<file path="src/rtl/button_event_scheduler.sv">
// rtl/button_event_scheduler.sv - button sync/debounce/repeat front end with round-robin event issue
module button_event_scheduler #(
   parameter int N_BUTTONS       = 4,
   parameter int DEBOUNCE_CYCLES = 1000,
   parameter int HOLD_CYCLES     = 0,
   parameter int REPEAT_CYCLES   = 250
) (
   input  logic                         clk,
   input  logic                         rst,
   input  logic [N_BUTTONS-1:0]         buttons,
   output logic                         event_valid,
   output logic [$clog2(N_BUTTONS)-1:0] event_id,
   input  logic                         event_ready,
   output logic [N_BUTTONS-1:0]         pending,
   output logic                         overrun
);

   localparam int IDW    = $clog2(N_BUTTONS);
   localparam int DCW    = (DEBOUNCE_CYCLES > 1) ? $clog2(DEBOUNCE_CYCLES) : 1;
   localparam int HR_MAX = (HOLD_CYCLES > REPEAT_CYCLES) ? HOLD_CYCLES : REPEAT_CYCLES;
   localparam int HCW    = (HR_MAX > 1) ? $clog2(HR_MAX) : 1;

   localparam logic [DCW-1:0] DB_LAST   = DCW'(DEBOUNCE_CYCLES - 1);
   localparam logic [HCW-1:0] HOLD_LAST = HCW'((HOLD_CYCLES > 0) ? HOLD_CYCLES - 1 : 0);
   localparam logic [HCW-1:0] REP_LAST  = HCW'(REPEAT_CYCLES - 1);

   typedef enum logic [1:0] {
      S_IDLE,
      S_HOLD,
      S_REPEAT,
      S_PRESSED
   } state_t;

   logic [N_BUTTONS-1:0] sync1;
   logic [N_BUTTONS-1:0] sync2;
   logic [N_BUTTONS-1:0] stable;
   logic [DCW-1:0]       db_cnt   [N_BUTTONS];

   state_t               state    [N_BUTTONS];
   state_t               state_n  [N_BUTTONS];
   logic [HCW-1:0]       hr_cnt   [N_BUTTONS];
   logic [HCW-1:0]       hr_cnt_n [N_BUTTONS];
   logic [N_BUTTONS-1:0] set_req;

   logic [IDW-1:0]       last_grant;
   logic [IDW-1:0]       grant_id;
   logic [IDW-1:0]       hi_id;
   logic [IDW-1:0]       lo_id;
   logic                 hi_found;
   logic                 lo_found;
   logic                 load;
   logic [N_BUTTONS-1:0] grant_mask;

   // Two-flop synchronizer followed by a per-button debounce counter on the synced level.
   always_ff @(posedge clk) begin
      if (rst) begin
         sync1  <= '0;
         sync2  <= '0;
         stable <= '0;
         for (int i = 0; i < N_BUTTONS; i++) db_cnt[i] <= '0;
      end else begin
         sync1 <= buttons;
         sync2 <= sync1;
         for (int i = 0; i < N_BUTTONS; i++) begin
            if (sync2[i] != stable[i]) begin
               if (db_cnt[i] == DB_LAST) begin
                  stable[i] <= ~stable[i];
                  db_cnt[i] <= '0;
               end else begin
                  db_cnt[i] <= db_cnt[i] + 1'b1;
               end
            end else begin
               db_cnt[i] <= '0;
            end
         end
      end
   end

   // Press/hold/repeat state and its shared hold-repeat counter per button.
   always_ff @(posedge clk) begin
      if (rst) begin
         for (int i = 0; i < N_BUTTONS; i++) begin
            state[i]  <= S_IDLE;
            hr_cnt[i] <= '0;
         end
      end else begin
         for (int i = 0; i < N_BUTTONS; i++) begin
            state[i]  <= state_n[i];
            hr_cnt[i] <= hr_cnt_n[i];
         end
      end
   end

   // Next state and press requests; a release always returns to idle without an event.
   always_comb begin
      for (int i = 0; i < N_BUTTONS; i++) begin
         state_n[i]  = state[i];
         hr_cnt_n[i] = hr_cnt[i];
         set_req[i]  = 1'b0;
         if (!stable[i]) begin
            state_n[i] = S_IDLE;
         end else begin
            case (state[i])
               S_IDLE: begin
                  set_req[i]  = 1'b1;
                  hr_cnt_n[i] = '0;
                  state_n[i]  = (HOLD_CYCLES > 0) ? S_HOLD : S_PRESSED;
               end
               S_HOLD: begin
                  if (hr_cnt[i] == HOLD_LAST) begin
                     set_req[i]  = 1'b1;
                     hr_cnt_n[i] = '0;
                     state_n[i]  = S_REPEAT;
                  end else begin
                     hr_cnt_n[i] = hr_cnt[i] + 1'b1;
                  end
               end
               S_REPEAT: begin
                  if (hr_cnt[i] == REP_LAST) begin
                     set_req[i]  = 1'b1;
                     hr_cnt_n[i] = '0;
                  end else begin
                     hr_cnt_n[i] = hr_cnt[i] + 1'b1;
                  end
               end
               default: ;
            endcase
         end
      end
   end

   // Round-robin pick: lowest pending index above last_grant, else lowest pending overall.
   always_comb begin
      hi_found = 1'b0;
      lo_found = 1'b0;
      hi_id    = '0;
      lo_id    = '0;
      for (int j = N_BUTTONS - 1; j >= 0; j--) begin
         if (pending[j]) begin
            lo_found = 1'b1;
            lo_id    = IDW'(j);
            if (j > int'(last_grant)) begin
               hi_found = 1'b1;
               hi_id    = IDW'(j);
            end
         end
      end
      grant_id   = hi_found ? hi_id : lo_id;
      load       = (!event_valid || event_ready) && lo_found;
      grant_mask = '0;
      if (load) grant_mask[grant_id] = 1'b1;
   end

   // Pending flags (a new set beats a same-cycle grant), overrun pulse and output register.
   always_ff @(posedge clk) begin
      if (rst) begin
         pending     <= '0;
         overrun     <= 1'b0;
         event_valid <= 1'b0;
         event_id    <= '0;
         last_grant  <= IDW'(N_BUTTONS - 1);
      end else begin
         pending <= (pending & ~grant_mask) | set_req;
         overrun <= |(set_req & pending & ~grant_mask);
         if (load) begin
            event_valid <= 1'b1;
            event_id    <= grant_id;
            last_grant  <= grant_id;
         end else if (!event_valid || event_ready) begin
            event_valid <= 1'b0;
         end
      end
   end

endmodule
</file>
<file path="config.mk">
export PLATFORM = sky130hd
export DESIGN_NAME = button_event_scheduler
export DESIGN_NICKNAME = d
export VERILOG_FILES = /design/src/rtl/button_event_scheduler.sv
export SDC_FILE = /design/constraint.sdc
export NUM_CORES = 1
export LEC_CHECK = 0
export BUFFER_PORTS_ARGS = -buffer_cell sky130_fd_sc_hd__buf_4
export CORE_AREA = 3 3 126 128
export DETAILED_ROUTE_END_ITERATION = 10
export DIE_AREA = 0 0 129 131
export GPL_TIMING_DRIVEN = 0
export SYNTH_ARGS = -nofsm -noshare
export SYNTH_HDL_FRONTEND = slang
export SYNTH_SLANG_ARGS = --single-unit
export TNS_END_PERCENT = 10
</file>
<file path="constraint.sdc">
create_clock -name clk -period 2.3 [get_ports clk]
set_input_delay 0.345 -clock clk [delete_from_list [all_inputs] [get_ports clk]]
set_output_delay 0.345 -clock clk [all_outputs]
set_load 0.005 [all_outputs]
</file>
==> flow_summary.toml <==
[route]
first_pass_iters = 4
drtAntennaViolNets = 0
drtIter0Drc = 111
drc = 0
viasPerCell = 4.69
vias = 3751
routedWlPerCell_um = 11.5
routed_wl_mm = 9.17

[global_route]
grt_pass1_vias = 3692
grt_first_pass_wirelength_mm = 16.0
grt_max_degree = 16
antenna_found_initial = 0
track_usage_pct = 11.5
grt_remaining_overflow = 0

[timing]
finalSetupViolCount = 0
skew_ns = 0.00506
fmax_mhz = 497
slew_viol_final = 0
setup_tns_ns = 0
worst_slew_pin_slew_ns = 0.589
layout_min_cycle_time_ns = 2.01
slew_headroom_pct = 60.7
hold_viol_final = 0
rsz0062_at_grt = "false"
final.period_utilization_pct = 87.5

[critical_path]
crit_path_end_kind = "flop"
start_kind = "flop"
crit_family = "simple AND/OR/NAND/NOR gates"
worst-path-buf-inv = 1
rr_worst_depth = 7
arrival_ns = 2.26
slowest_delay_ns = 0.48
slowest_stage = "or4b_4"
crit_required_ns = 2.55
path_depth = 7
critPathKind = "flop to flop"
path_cells = "inv_1 > ha_1 > or4b_4 > nor4_4 > o31ai_1 > o22a_1 > a31oi_1"
crit_fanout = 4

[clock_tree]
clk_pin_slew_worst_paths_ns = 0.06
cts.repair.resized = 0
cts_buffer_depth = 2
clock_latency_ns = 0.34
htree_levels = 3
tritoncts = "done"
clock-sinks = 102
post_cts_buffers = 0
numCtsBuffers = 9
root_buffer = "clkbuf_16"
cts_hold_buf = 0

[die]
rows = 45
die_x_um = 129
chipHeight_um = 131
num_io_pins = 15
die_area_um2 = 16900
coreArea_um2 = 15000
start_util_pct = 34.7

[yosys]
syn_inst = 543
ys_warn_count = 0
ys_types = 51
synthFlopType = "dfxtp_1"
synth_seq_cells = 102
synthesis.area_um2 = 5200
syn_area_per_cell_um2 = 9.58
synth_edf_count = 40
ys_seq_area_share_pct = 46.9
async_reset_ff_share_pct = 0

[final_layout]
antenna_cells = 0
layout.cells.non_filler = 800
drive_above_1_share_pct = 7.19
layout_common_cells = "90 x nor2_1, 62 x dfxtp_1, 41 x nand2_1, 40 x edfxtp_1, 40 x conb_1"
layout_commonest_cell = "nor2_1"
syn_to_final_growth_pct = 15.0
finalNetCount = 646

[placed_design]
place_hpwl_mm = 6.78
post-place-cells = 784
place_congestion = 0.793
io_buffers = 14

[pwr]
peakVddDrop_mv = 0.404
power_density_nw_per_um2 = 593
leakage_nw = 2.24

[run_status]
outcome = "finished, final reports clean"

[worst_hold_path]
holdPathStages = 2
hp-class = "input port to flop"

[run]
cap_violations = 0
[per-layer routing]
metal  wire [um]  track usage [%]
met1        4340             14.2
met2        4470             19.9
met3         189             1.79
met4         168             5.25
met5           0                0
[path summary, 6_finish.rpt]
check | startpoint | to | slack (ns)
setup / recovery | hr_cnt[3][1]$_SDFFE_PP0P_ | overrun$_SDFF_PP0_ | 0.29
hold / removal | buttons[0] | sync1[0]$_SDFF_PP0_ | 0.23
setup reg to reg | hr_cnt[3][1]$_SDFFE_PP0P_ | overrun$_SDFF_PP0_ | 0.29
hold reg to reg | sync1[3]$_SDFF_PP0_ | sync2[3]$_SDFF_PP0_ | 0.44
[cell usage after synthesis (all sizes together), types with 10 or more instances]
library cell,count,area [um2]
a21oi,19,95.1
dfxtp,62,1240
and3,13,81.3
nor3,11,55.1
inv,21,78.8
nor2b,18,113
nand4,22,138
nand2b,16,100
nand3,16,80.1
ha,32,400
nand2,41,154
xnor2,22,193
nor2,90,338
edfxtp,40,1200
xor2,35,307
o21ai,10,50.1
[layout make-up]
cell class	count	area [um2]
Fill cell	1495	9000
Inverter	21	78.8
Buffer	11	43.8
Clock buffer	12	246
Clock inverter	4	45.0
Timing Repair Buffer	14	105
Multi-Input combinational cell	448	2780
Sequential cell	102	2440
Tap cell	188	235
[cells by family after synthesis]
group / share of synthesized area, %
XOR/XNOR: 9.60
AND/OR/NAND/NOR: 26.7
flip-flops: 46.9
buffers and inverters: 2.36
multiplexers: 0.577
AO/OA/AOI/OAI: 6.04
adder cells (fa/ha/maj): 7.70
other: 0.0721
[state kept, by name (all words and copies together), names as in the netlist]
| signal | cells |
|---|---|
| stable | 4 |
| sync2 | 4 |
| state | 8 |
| pending | 4 |
| last_grant | 2 |
| event_valid | 1 |
| overrun | 1 |
| db_cnt | 40 |
| event_id | 2 |
| hr_cnt | 32 |
| sync1 | 4 |
[through the flow]
stage | total power, mW | util (%) | cell area [um2] | worst slack (ns) | hold WS (ns)
after floorplan | 2.05 | - | 5350 | 0.583 | 0.414
after detailed placement | 2.08 | 38.0 | 5690 | 0.285 | 0.435
after global placement | 2.08 | 38.0 | 5690 | 0.285 | 0.434
after global routing | 3.69 | 39.9 | 5980 | 0.00849 | 0.250
final | 3.54 | 39.9 | 5980 | 0.287 | 0.232
after CTS | 3.60 | 39.9 | 5980 | 0.263 | 0.221
[worst reg2reg max path, stage by stage (launching register included)]
cell	delay (ns)
dfxtp_1	0.34
inv_1	0.10
ha_1	0.14
or4b_4	0.48
nor4_4	0.29
o31ai_1	0.19
o22a_1	0.22
a31oi_1	0.18
[power breakdown]
part	internal (mW)	switching [mW]
combinational	0.0403	0.0593
clock	0.869	0.632
sequential	1.91	0.0303
total	2.82	0.721
No activity file was read; power rests on OpenSTA's default activity.
